**src/rtl/control_unit_pkg.sv**
```systemverilog
// Shared types and constants for the control unit sequencer.
// Optional multiply/divide support is selected by the MULDIV_EN macro.
package control_unit_pkg;

  typedef enum logic [3:0] {
    S_RESET,
    S_T0,
    S_T1,
    S_T2,
    S_T3,
    S_T4,
    S_T5,
    S_T6,
    S_HALT
  } state_t;

  localparam logic [4:0] ALU_INCPC   = 5'd12;
  localparam logic [4:0] OP_MUL      = 5'd14;
  localparam logic [4:0] OP_DIV      = 5'd15;
  localparam logic [4:0] OP_NOP      = 5'd26;
  localparam logic [4:0] OP_HALT     = 5'd27;
  localparam logic [4:0] OP_RFMT_MAX = 5'd11;

  localparam int IR_OP_MSB = 31;
  localparam int IR_OP_LSB = 27;
  localparam int IR_RA_MSB = 26;
  localparam int IR_RA_LSB = 23;
  localparam int IR_RB_MSB = 22;
  localparam int IR_RB_LSB = 19;
  localparam int IR_RC_MSB = 18;
  localparam int IR_RC_LSB = 15;

`ifdef MULDIV_EN
  localparam bit MULDIV_ON = 1'b1;
`else
  localparam bit MULDIV_ON = 1'b0;
`endif

  function automatic logic is_rfmt(input logic [4:0] op);
    return op <= OP_RFMT_MAX;
  endfunction

  // mul/div only count as executable when the feature is built in
  function automatic logic is_muldiv(input logic [4:0] op);
    return MULDIV_ON && ((op == OP_MUL) || (op == OP_DIV));
  endfunction

endpackage

```
**src/rtl/control_unit_reg_decoder.sv**
```systemverilog
// Purpose: 4-bit register index to 16-bit one-hot select, gated by enable.
// Latency: combinational.
// Backpressure: none; pure decode.
module reg_decoder (
  input  logic [3:0]  idx,
  input  logic        en,
  output logic [15:0] onehot
);

  always_comb begin
    onehot = '0;
    if (en) onehot = 16'h0001 << idx;
  end

endmodule

```
**src/rtl/control_unit.sv**
```systemverilog
// Purpose: Moore-style fetch/execute sequencer driving datapath strobes; MULDIV_EN adds mul/div.
// Latency: 6 cycles per R-format instruction (T0..T5), 7 for mul/div (T0..T6).
// Backpressure: none; Stop is sampled on the final execute state, clr aborts anywhere.
module control_unit
  import control_unit_pkg::*;
(
  input  logic        clk,
  input  logic        clr,
  input  logic [31:0] IR,
  input  logic        Stop,
  output logic        PCout,
  output logic        Zlowout,
  output logic        Zhighout,
  output logic        MDRout,
  output logic        MARin,
  output logic        Zin,
  output logic        PCin,
  output logic        MDRin,
  output logic        IRin,
  output logic        Yin,
  output logic        HIin,
  output logic        LOin,
  output logic        Read,
  output logic [15:0] Rout,
  output logic [15:0] Rin,
  output logic [4:0]  OpCode,
  output logic        Run
);

  state_t state, state_next;

  logic [4:0] op;
  logic [3:0] ra, rb, rc;
  logic       rfmt, muldiv, exec;
  logic       ra_en, rb_en, rc_en;
  logic [15:0] ra_oh, rb_oh, rc_oh;
  logic       unused_ir;

  assign op        = IR[IR_OP_MSB:IR_OP_LSB];
  assign ra        = IR[IR_RA_MSB:IR_RA_LSB];
  assign rb        = IR[IR_RB_MSB:IR_RB_LSB];
  assign rc        = IR[IR_RC_MSB:IR_RC_LSB];
  assign rfmt      = is_rfmt(op);
  assign muldiv    = is_muldiv(op);
  assign exec      = rfmt | muldiv;
  assign unused_ir = ^IR[IR_RC_LSB-1:0];

  always_ff @(posedge clk) begin
    if (clr) state <= S_RESET;
    else     state <= state_next;
  end

  always_comb begin
    state_next = state;
    case (state)
      S_RESET: state_next = S_T0;
      S_T0:    state_next = S_T1;
      S_T1:    state_next = S_T2;
      S_T2:    state_next = S_T3;
      S_T3: begin
        if (exec)              state_next = S_T4;
        else if (op == OP_NOP) state_next = S_T0;
        else                   state_next = S_HALT;
      end
      S_T4:    state_next = S_T5;
      S_T5: begin
        if (muldiv)    state_next = S_T6;
        else if (Stop) state_next = S_HALT;
        else           state_next = S_T0;
      end
      S_T6:    state_next = Stop ? S_HALT : S_T0;
      S_HALT:  state_next = S_HALT;
      default: state_next = S_RESET;
    endcase
  end

  // Rb is read in T3, Rc in T4, Ra written in T5, so Ra=Rb=Rc never collides
  assign rb_en = (state == S_T3) && exec;
  assign rc_en = (state == S_T4);
  assign ra_en = (state == S_T5) && rfmt;

  reg_decoder u_dec_ra (.idx(ra), .en(ra_en), .onehot(ra_oh));
  reg_decoder u_dec_rb (.idx(rb), .en(rb_en), .onehot(rb_oh));
  reg_decoder u_dec_rc (.idx(rc), .en(rc_en), .onehot(rc_oh));

  assign Rout = rb_oh | rc_oh;
  assign Rin  = ra_oh;

  always_comb begin
    PCout    = 1'b0;
    Zlowout  = 1'b0;
    Zhighout = 1'b0;
    MDRout   = 1'b0;
    MARin    = 1'b0;
    Zin      = 1'b0;
    PCin     = 1'b0;
    MDRin    = 1'b0;
    IRin     = 1'b0;
    Yin      = 1'b0;
    HIin     = 1'b0;
    LOin     = 1'b0;
    Read     = 1'b0;
    OpCode   = 5'd0;
    Run      = 1'b0;
    case (state)
      S_T0: begin
        Run    = 1'b1;
        PCout  = 1'b1;
        MARin  = 1'b1;
        Zin    = 1'b1;
        OpCode = ALU_INCPC;
      end
      S_T1: begin
        Run     = 1'b1;
        Zlowout = 1'b1;
        PCin    = 1'b1;
        Read    = 1'b1;
        MDRin   = 1'b1;
      end
      S_T2: begin
        Run    = 1'b1;
        MDRout = 1'b1;
        IRin   = 1'b1;
      end
      S_T3: begin
        Run = 1'b1;
        Yin = exec;
      end
      S_T4: begin
        Run    = 1'b1;
        Zin    = 1'b1;
        OpCode = op;
      end
      S_T5: begin
        Run     = 1'b1;
        Zlowout = 1'b1;
        LOin    = muldiv;
      end
      S_T6: begin
        Run      = 1'b1;
        Zhighout = 1'b1;
        HIin     = 1'b1;
      end
      default: ;
    endcase
  end

endmodule
```
**config.mk**
```make
export PLATFORM = sky130hd
export DESIGN_NAME = control_unit
export DESIGN_NICKNAME = d
export VERILOG_FILES = /design/src/rtl/control_unit_pkg.sv /design/src/rtl/control_unit_reg_decoder.sv /design/src/rtl/control_unit.sv
export SDC_FILE = /design/constraint.sdc
export NUM_CORES = 1
export LEC_CHECK = 0
export BUFFER_PORTS_ARGS = -buffer_cell sky130_fd_sc_hd__buf_2
export CAP_MARGIN = 20
export CORE_MARGIN = 8
export CORE_UTILIZATION = 32
export CTS_CLUSTER_SIZE = 28
export DETAILED_ROUTE_END_ITERATION = 10
export PLACE_DENSITY = 0.82
export SLEW_MARGIN = 25
export SYNTH_ARGS = -nofsm -noshare
export SYNTH_HDL_FRONTEND = slang
export SYNTH_HIERARCHICAL = 1
export SYNTH_SLANG_ARGS = --single-unit
```
**constraint.sdc**
```tcl
create_clock -name clk -period 1.9 [get_ports clk]
set_clock_uncertainty 0.2 [all_clocks]
set_input_delay 0.19 -clock clk [delete_from_list [all_inputs] [get_ports clk]]
set_output_delay 0.19 -clock clk [all_outputs]
set_load 0.02 [all_outputs]
```
==> results.json, run 1 <==
{
  "run_status": "finished with violations",
  "violated_checks": "setup timing",
  "max-cap-violations": 0,
  "cts_buffer_depth": 2,
  "cp.arrival_ns": 1.73,
  "vias": 1250,
  "drt_iter0_drc": 34,
  "fin_nets": 262,
  "n_antenna_cell": 0,
  "cellLeakagePower_nw": 0.824,
  "placed_wire_length_estimate_mm": 2.72,
  "dieArea_mm2": 0.00463,
  "drt-vias-per-instance": 4.88,
  "critical_path.max_fanout": 4,
  "synth_top_cell_by_area": "sky130_fd_sc_hd__nor2_1",
  "seq_power_share_pct": 20.0,
  "path_type_of_the_worst_setup_path": "reg2out",
  "postSynthAreaPerCell_um2": 6.10,
  "max_flop_register": "state",
  "synth.lib_cells_used.distinct": 31,
  "startpoint_type_of_the_worst_setup_path": "flip-flop",
  "gr-total-overflow": 0,
  "synth_cells": 142,
  "yosys_register_bits": 4,
  "design.portCount": 86,
  "final_weighted_congestion_of_routability_driven_global_placement": 0.842,
  "cts_clk_pin_slew_worst_paths_ns": 0.04,
  "crit_path_max_incr_delay_ns": 0.41,
  "dieHeight_um": 68.0,
  "crit_slowest_cell": "sky130_fd_sc_hd__or3b_4",
  "clkSinkCount": 4,
  "firstDrtPassIters": 4,
  "postSynthNetCount": 177,
  "cts_htree_levels": 1,
  "fmax_ghz": 0.472,
  "holdCritPathClass": "in2reg",
  "stdcell_area_mm2": 0.00164,
  "postSynth.asyncResetShare_pct": 0,
  "routed_wire_length_per_instance_um": 13.6,
  "number_of_global_route_vias_before_repair": 1234,
  "tritoncts_clock_tree": "built",
  "grt_use_total_pct": 13.3,
  "synth-main-ff-cell": "sky130_fd_sc_hd__dfxtp_1",
  "synth_area_leaders": "sky130_fd_sc_hd__nor2_1 (18%), sky130_fd_sc_hd__or2_2 (13%), sky130_fd_sc_hd__dfxtp_1 (9.2%)",
  "wirelength_mm": 3.49,
  "finalPower_w": 0.000502,
  "synth.yosys.seq_area_share_pct": 9.25,
  "crit_buf_inv": 1,
  "die-width_um": 68.0,
  "timing_max_transition_violations_final": 0,
  "cellPowerDensity_mw_per_mm2": 306,
  "timing.critical_path.cells": "or2_4 -> nor2_4 -> or3b_4 -> nor3_2 -> or2_4 -> buf_6",
  "flow.area_growth_from_synthesis_pct": 89.5,
  "ir_drop_worst_vdd_v": 0.000342,
  "largest_net_degree_at_the_start_of_global_routing": 14,
  "place_area_mm2": 0.00136,
  "synth_enable_flop_cells": 0,
  "netlist.area_leader.share_pct": 17.8,
  "largest_register_ffs": 4,
  "remaining_drc_errors": 0,
  "finalSetupViolCount": 21,
  "placement.io_buffers": 69,
  "post_route_cells_drive_above_1_share_pct": 62.2,
  "antenna_found_initial": 0,
  "worst_hold_slack_ns": 0.100,
  "final_critical_path_setup_slack_ns": -0.218,
  "crit_top_cell": "sky130_fd_sc_hd__or2_4",
  "fin_crit_sh_pct": 111,
  "cts_buffers": 3,
  "placementRows": 19,
  "critical_path_required_ns": 1.51,
  "grt_pass1_wl_mm": 5.04,
  "postRouteAntennaNets": 0,
  "insertion_delay_to_the_later_sink_of_the_worst_skew_pair_ns": 0.24,
  "p_int_w": 0.000285,
  "cp_top_family": "simple AND/OR/NAND/NOR gates",
  "post-route-min-period_ns": 2.12,
  "synth.cell_area_um2": 866,
  "power.share.clock_pct": 22.3,
  "grt_setup_unrepaired": "yes",
  "endpoint_class_of_the_critical_path": "primary output",
  "clock-root-buffer": "sky130_fd_sc_hd__clkbuf_4",
  "portion_of_total_power_attributed_to_combinational_logic_pct": 57.8,
  "report.final.hold_viol_count": 0,
  "initial_utilization_pct": 32.5,
  "yosys.cell_count.top_type": "sky130_fd_sc_hd__nor2_1",
  "yosys-top-cells-count": "sky130_fd_sc_hd__nor2_1 (41), sky130_fd_sc_hd__or2_2 (18), sky130_fd_sc_hd__nor3_1 (13), sky130_fd_sc_hd__nand2b_1 (9), sky130_fd_sc_hd__nand3b_1 (7)",
  "core_area_mm2": 0.00266,
  "swShare_pct": 43.4,
  "reg.largest.list": "state: 4 flops",
  "yosysWarningCount": 6,
  "net-switching-power_w": 0.000218
}
[worst paths after layout]
check                           start                  end  slack [ns]  cells past startpoint
setup / recovery  state[1]$_SDFF_PP0_              Rout[0]       -0.22                      6
hold / removal                   Stop  state[0]$_SDFF_PP0_        0.10                      3
setup reg to reg  state[2]$_SDFF_PP0_  state[3]$_SDFF_PP0_        0.36                      4
hold reg to reg   state[3]$_SDFF_PP0_  state[2]$_SDFF_PP0_        0.38                      2
[logic make-up after synthesis]
group	Yosys count	synth area share [%]
other cells	1	0.433
buf+inv	12	8.81
simple gates	113	71.1
xor+xnor	1	1.01
flops	4	9.25
compound gates	11	9.39
[power by group through the flow]
stage / Sequential (W) / Combinational, W / Clock, W
after global placement: 0.0000998 / 0.000259 / 0
after global routing: 0.000101 / 0.000314 / 0.000122
after CTS: 0.000100 / 0.000278 / 0.000115
after detailed placement: 0.000100 / 0.000266 / 0
final: 0.000100 / 0.000290 / 0.000112
after floorplan: 0.0000997 / 0.000162 / 0
[what timing repair did]
item,CTS,global route
gates cloned,0,0
hold buffers,1,0
gates resized for setup,29,38
pin swaps,8,8
hold endpoints to repair,1,0
endpoints found under the setup margin,32,37
buffers inserted,3,1
[placed cells by master (no fill, tap or decap)]
master | synthesis | routed
sky130_fd_sc_hd__buf_2 | 1 | 40
sky130_fd_sc_hd__nor2_1 | 41 | 33
sky130_fd_sc_hd__buf_4 | 6 | 32
sky130_fd_sc_hd__buf_6 | 1 | 16
sky130_fd_sc_hd__or2_2 | 18 | 11
sky130_fd_sc_hd__nor3_1 | 13 | 8
sky130_fd_sc_hd__nand2b_1 | 9 | 7
sky130_fd_sc_hd__nor3_2 | 3 | 7
sky130_fd_sc_hd__or2_4 | 0 | 7
sky130_fd_sc_hd__nand3b_1 | 7 | 7
sky130_fd_sc_hd__nor2_4 | 0 | 6
sky130_fd_sc_hd__nand2_1 | 5 | 5
sky130_fd_sc_hd__nor2_2 | 3 | 5
sky130_fd_sc_hd__and2_1 | 4 | 4
sky130_fd_sc_hd__inv_1 | 3 | 3
sky130_fd_sc_hd__a21oi_1 | 3 | 3
sky130_fd_sc_hd__clkbuf_4 | 0 | 3
sky130_fd_sc_hd__dfxtp_2 | 0 | 3
sky130_fd_sc_hd__or3b_4 | 3 | 3
sky130_fd_sc_hd__nand2b_4 | 0 | 2
sky130_fd_sc_hd__a22oi_1 | 2 | 2
sky130_fd_sc_hd__nand3_4 | 0 | 2
sky130_fd_sc_hd__or2b_1 | 1 | 1
sky130_fd_sc_hd__and2b_1 | 1 | 1
sky130_fd_sc_hd__xor2_1 | 1 | 1
sky130_fd_sc_hd__or4b_1 | 1 | 1
sky130_fd_sc_hd__nand4b_1 | 1 | 1
sky130_fd_sc_hd__a21o_1 | 1 | 1
sky130_fd_sc_hd__o41ai_2 | 1 | 1
sky130_fd_sc_hd__o21ai_0 | 1 | 1
sky130_fd_sc_hd__a221oi_1 | 1 | 1
sky130_fd_sc_hd__o22ai_1 | 1 | 1
sky130_fd_sc_hd__o21a_1 | 1 | 1
sky130_fd_sc_hd__conb_1 | 1 | 1
sky130_fd_sc_hd__dlygate4sd3_1 | 0 | 1
sky130_fd_sc_hd__dfxtp_1 | 4 | 1
sky130_fd_sc_hd__nor3_4 | 0 | 1
sky130_fd_sc_hd__nand3_2 | 0 | 1
[layer usage]
metal  GRT usage (%)  vias up  part of all wire, %
li1                -      632                    -
met1            13.2      563                   35
met2            25.9       49                   56
met3            3.27        6                  7.9
met4            4.86        0                  1.0
met5               0        -                    0
[metrics by stage]
stage / worst slack [ns] / util (%) / TNS (ns) / std cells
floorplan: -0.0963 / - / -0.363 / 142
global placement: -0.0884 / 51.0 / -0.377 / 248
detailed placement: -0.100 / 51.0 / -0.393 / 248
CTS: -0.254 / 56.7 / -3.11 / 255
global route: -0.278 / 61.6 / -4.70 / 256
finish: -0.218 / 61.6 / -2.64 / 256
[worst register-to-register path, delay by kind of cell, from the launching register on]
family | cells | cell delay, ns
buf+inv | 1 | 0.19
simple gates | 1 | 0.48
flops | 1 | 0.33
compound gates | 2 | 0.23
[layout make-up]
| class | count | area, um2 |
|---|---|---|
| timing repair buffer | 89 | 631 |
| fill | 255 | 1020 |
| inverter | 3 | 11.3 |
| tap | 31 | 38.8 |
| multi-input combinational | 126 | 853 |
| sequential | 4 | 83.8 |
| clock buffer | 3 | 22.5 |
Power figures use the tool's default switching activity.
==> run 2: changes to the inputs <==
--- a/config.mk
+++ b/config.mk
@@ -5,13 +5,14 @@
 export SDC_FILE = /design/constraint.sdc
 export NUM_CORES = 1
 export LEC_CHECK = 0
-export BUFFER_PORTS_ARGS = -buffer_cell sky130_fd_sc_hd__buf_2
 export CAP_MARGIN = 20
 export CORE_MARGIN = 8
-export CORE_UTILIZATION = 32
+export CORE_UTILIZATION = 56
 export CTS_CLUSTER_SIZE = 28
 export DETAILED_ROUTE_END_ITERATION = 10
-export PLACE_DENSITY = 0.82
+export DONT_BUFFER_PORTS = 1
+export MAX_ROUTING_LAYER = met4
+export PLACE_DENSITY = 0.8
 export SLEW_MARGIN = 25
 export SYNTH_ARGS = -nofsm -noshare
 export SYNTH_HDL_FRONTEND = slang
==> run 2 against run 1 <==
Synthesized cell count is the same. Synthesized area is the same. The run now fails in 5_1_grt.
==> results.json, run 2 <==
{
  "yosys_register_bits": 4,
  "synthAdderAreaFrac_pct": 0,
  "yosys.cell_count.top_type": "sky130_fd_sc_hd__nor2_1",
  "synth_compound_gate_area_share_pct": 9.39,
  "yosysWarningCount": 6,
  "clkSinkCount": 4,
  "placement.io_buffers": 0,
  "initial_utilization_pct": 58.8,
  "postSynthNetCount": 177,
  "synth.lib_cells_used.distinct": 31,
  "yosys-top-cells-count": "sky130_fd_sc_hd__nor2_1 (41), sky130_fd_sc_hd__or2_2 (18), sky130_fd_sc_hd__nor3_1 (13), sky130_fd_sc_hd__nand2b_1 (9), sky130_fd_sc_hd__nand3b_1 (7)",
  "postSynth.asyncResetShare_pct": 0,
  "error": "[ERROR DPL-0033] detailed placement checks failed during check placement.",
  "synth_top_family_by_area": "simple AND/OR/NAND/NOR gates",
  "synth_top_cell_by_area": "sky130_fd_sc_hd__nor2_1",
  "synth_mux_area_share_pct": 0,
  "cts_htree_levels": 1,
  "failing_step": "5_1_grt",
  "antenna_found_initial": 0,
  "placed_wire_length_estimate_mm": 2.39,
  "synth.cell_area_um2": 866,
  "dieHeight_um": 55.3,
  "placementRows": 14,
  "synth_enable_flop_cells": 0,
  "synth_xor_area_share_pct": 1.01,
  "run_status": "did not finish",
  "netlist.area_leader.share_pct": 17.8,
  "synth-main-ff-cell": "sky130_fd_sc_hd__dfxtp_1",
  "synth.yosys.seq_area_share_pct": 9.25,
  "place_worst_setup_slack_ns": 0.0309,
  "clock-root-buffer": "sky130_fd_sc_hd__clkbuf_4",
  "postSynthAreaPerCell_um2": 6.10,
  "cts_buffer_depth": 2,
  "final_weighted_congestion_of_routability_driven_global_placement": 0.866,
  "design.portCount": 86,
  "synth_area_leaders": "sky130_fd_sc_hd__nor2_1 (18%), sky130_fd_sc_hd__or2_2 (13%), sky130_fd_sc_hd__dfxtp_1 (9.2%)",
  "grt-worst-endpoint": "Rin[9]",
  "cts_buffers": 3,
  "endpoint_type": "primary output",
  "die-width_um": 55.3,
  "largest_net_degree_at_the_start_of_global_routing": 14,
  "synth_cells": 142,
  "yosys.area_share.simple_pct": 71.1
}
==> run 2: cell counts after synthesis <==
Identical to the previous run, type by type.
==> run 2: kinds of logic after synthesis <==
kind of cell / Yosys count
flops: 4
buf+inv: 12
compound gates: 11
xor+xnor: 1
other cells: 1
simple gates: 113
==> run 2: per-stage QoR <==
stage	hold WS, ns	area [um2]	setup TNS [ns]	cells
global placement	0.0716	1100	0	178
CTS	0.00993	1250	-2.33	188
floorplan	0.0668	933	-0.363	142
detailed placement	0.0720	1100	0	178
==> run 2: repair_timing <==
item / in CTS
endpoints found under the setup margin: 32
pin swaps: 11
hold endpoints to repair: 4
resized for setup: 22
setup buffers: 6
hold buffers: 1
==> run 3: changes to the inputs <==
--- a/config.mk
+++ b/config.mk
@@ -6,13 +6,11 @@
 export NUM_CORES = 1
 export LEC_CHECK = 0
 export CAP_MARGIN = 20
-export CORE_MARGIN = 8
-export CORE_UTILIZATION = 56
-export CTS_CLUSTER_SIZE = 28
+export CORE_AREA = 8 8 69 71
 export DETAILED_ROUTE_END_ITERATION = 10
+export DIE_AREA = 0 0 77 79
 export DONT_BUFFER_PORTS = 1
-export MAX_ROUTING_LAYER = met4
-export PLACE_DENSITY = 0.8
+export PLACE_DENSITY_LB_ADDON = 0.15
 export SLEW_MARGIN = 25
 export SYNTH_ARGS = -nofsm -noshare
 export SYNTH_HDL_FRONTEND = slang
==> constraint.sdc (replaced) <==
create_clock -name clk -period 2.5 [get_ports clk]
set_clock_uncertainty 0.2 [all_clocks]
set_input_delay 0.25 -clock clk [delete_from_list [all_inputs] [get_ports clk]]
set_output_delay 0.25 -clock clk [all_outputs]
set_load 0.02 [all_outputs]
==> run 3 against run 2 <==
The flow now finishes without violations.
==> results.json, run 3 (same netlist as run 1, synthesis figures left out) <==
{
  "mostFrequentLayoutCell": "sky130_fd_sc_hd__nor2_1",
  "flow.area_growth_from_synthesis_pct": 19.5,
  "tritoncts_clock_tree": "built",
  "antenna_found_initial": 0,
  "reg2regPathDepth": 4,
  "insertion_delay_to_the_later_sink_of_the_worst_skew_pair_ns": 0.22,
  "nFillCells": 452,
  "vias": 996,
  "path_type_of_the_worst_setup_path": "reg2out",
  "fin_crit_sh_pct": 94.0,
  "max-cap-violations": 0,
  "critical_path_required_ns": 2.05,
  "ir_drop_worst_vdd_v": 0.000394,
  "largest_net_degree_at_the_start_of_global_routing": 14,
  "multi_input_comb_area_um2": 717,
  "grt_use_total_pct": 9.53,
  "grt_pass1_wl_mm": 4.88,
  "die-width_um": 77,
  "clock-root-buffer": "sky130_fd_sc_hd__clkbuf_8",
  "post-route-min-period_ns": 2.35,
  "post_cts_setup_buffer_count": 0,
  "cellLeakagePower_nw": 0.450,
  "n_antenna_cell": 0,
  "cts_buffer_depth": 2,
  "most-common-layout-cells": "sky130_fd_sc_hd__nor2_1 (40), sky130_fd_sc_hd__or2_2 (18), sky130_fd_sc_hd__buf_4 (15)",
  "crit_path_max_incr_delay_ns": 0.47,
  "cp_top_family": "simple AND/OR/NAND/NOR gates",
  "critical_path.max_fanout": 9,
  "placed_wire_length_estimate_mm": 2.62,
  "fmax_ghz": 0.426,
  "place_area_um2": 981,
  "core_area_mm2": 0.00380,
  "cts_clk_pin_slew_worst_paths_ns": 0.03,
  "placement.io_buffers": 0,
  "number_of_global_route_vias_before_repair": 980,
  "routed_wire_length_per_instance_um": 15.6,
  "startpoint_type_of_the_worst_setup_path": "flip-flop",
  "run_status": "finished clean",
  "wirelength_mm": 3.14,
  "largest_register_ffs": 4,
  "reg.largest.list": "state: 4 flops",
  "dieHeight_um": 79,
  "timing.setup.tns_ns": 0,
  "crit_buf_inv": 0,
  "report.final.hold_viol_count": 0,
  "grt_setup_unrepaired": "no",
  "finalSetupViolCount": 0,
  "final_weighted_congestion_of_routability_driven_global_placement": 0.824,
  "design.portCount": 86,
  "endpoint_class_of_the_critical_path": "primary output",
  "stdcell_area_mm2": 0.00103,
  "drt_iter0_drc": 37,
  "cellPowerDensity_mw_per_mm2": 328,
  "postRouteAntennaNets": 0,
  "post_route_cells_drive_above_1_share_pct": 31.6,
  "timing_max_transition_violations_final": 0,
  "max_flop_register": "state",
  "cp.arrival_ns": 1.90,
  "dieArea_mm2": 0.00608,
  "cts_buffers": 3,
  "placementRows": 23,
  "timing.critical_path.depth": 5,
  "final-seq-area_um2": 80.1,
  "initial_utilization_pct": 22.8,
  "gr-total-overflow": 0,
  "firstDrtPassIters": 5,
  "cts_htree_levels": 1,
  "timing.critical_path.cells": "nand2b_1 -> nor2_1 -> or3b_4 -> nor3_2 -> or2_2",
  "clkSinkCount": 4,
  "worst_hold_slack_ns": 0.0146,
  "drt-vias-per-instance": 4.93,
  "worstHoldPathCells": 2,
  "crit_slowest_cell": "sky130_fd_sc_hd__or3b_4",
  "holdCritPathClass": "in2reg",
  "fin_nets": 189,
  "remaining_drc_errors": 0
}
-- run 3: worst reg2reg max path, delay by kind of cell, from the launching register on --
kind | cells | cell delay [ns]
buf+inv | 1 | 0.18
simple gates | 1 | 0.47
flops | 1 | 0.31
compound gates | 2 | 0.22
-- run 3: layer usage --
layer	wire [um]	GRT usage (%)
met3	217	3.27
met2	1670	18.3
met4	15	1.70
met5	0	0
met1	1240	9.88
-- run 3: final timing paths --
kind	from	to	slack, ns
worst max register to register	state[2]$_SDFF_PP0_	state[3]$_SDFF_PP0_	1.04
worst min register to register	state[3]$_SDFF_PP0_	state[2]$_SDFF_PP0_	0.40
worst min-delay path	clr	state[3]$_SDFF_PP0_	0.01
worst max-delay path	state[1]$_SDFF_PP0_	Rout[0]	0.15
-- run 3: cell type report --
cell class              count  area share, %
multi-input cells         126           69.3
repair buffers             16           11.9
flip-flops and latches      4           7.74
well taps                  50           6.05
clock buffers               3           3.99
inverters                   3           1.09
-- run 3: where the power goes --
group	total [W]	switching, W	internal (W)	leakage (nW)
combinational	0.000124	0.0000845	0.0000398	0.396
clock	0.000137	0.0000344	0.000103	0.0216
sequential	0.0000783	0.00000828	0.0000700	0.0328
total	0.000340	0.000127	0.000213	0.450
-- run 3: per-stage QoR --
step	power, W	instances	utilization [%]	setup WS (ns)
after floorplan	0.000190	142	-	0.139
after global placement	0.000201	198	25.8	0.366
after detailed placement	0.000202	198	25.8	0.333
after CTS	0.000345	202	27.2	0.102
after global routing	0.000364	202	27.2	0.0149
final	0.000340	202	27.2	0.150
-- run 3: what timing repair did --
item,4_1_cts,5_1_grt
hold buffers,1,0
endpoints found under the hold margin,3,0
resized for setup,0,1
endpoints found under the setup margin,0,1
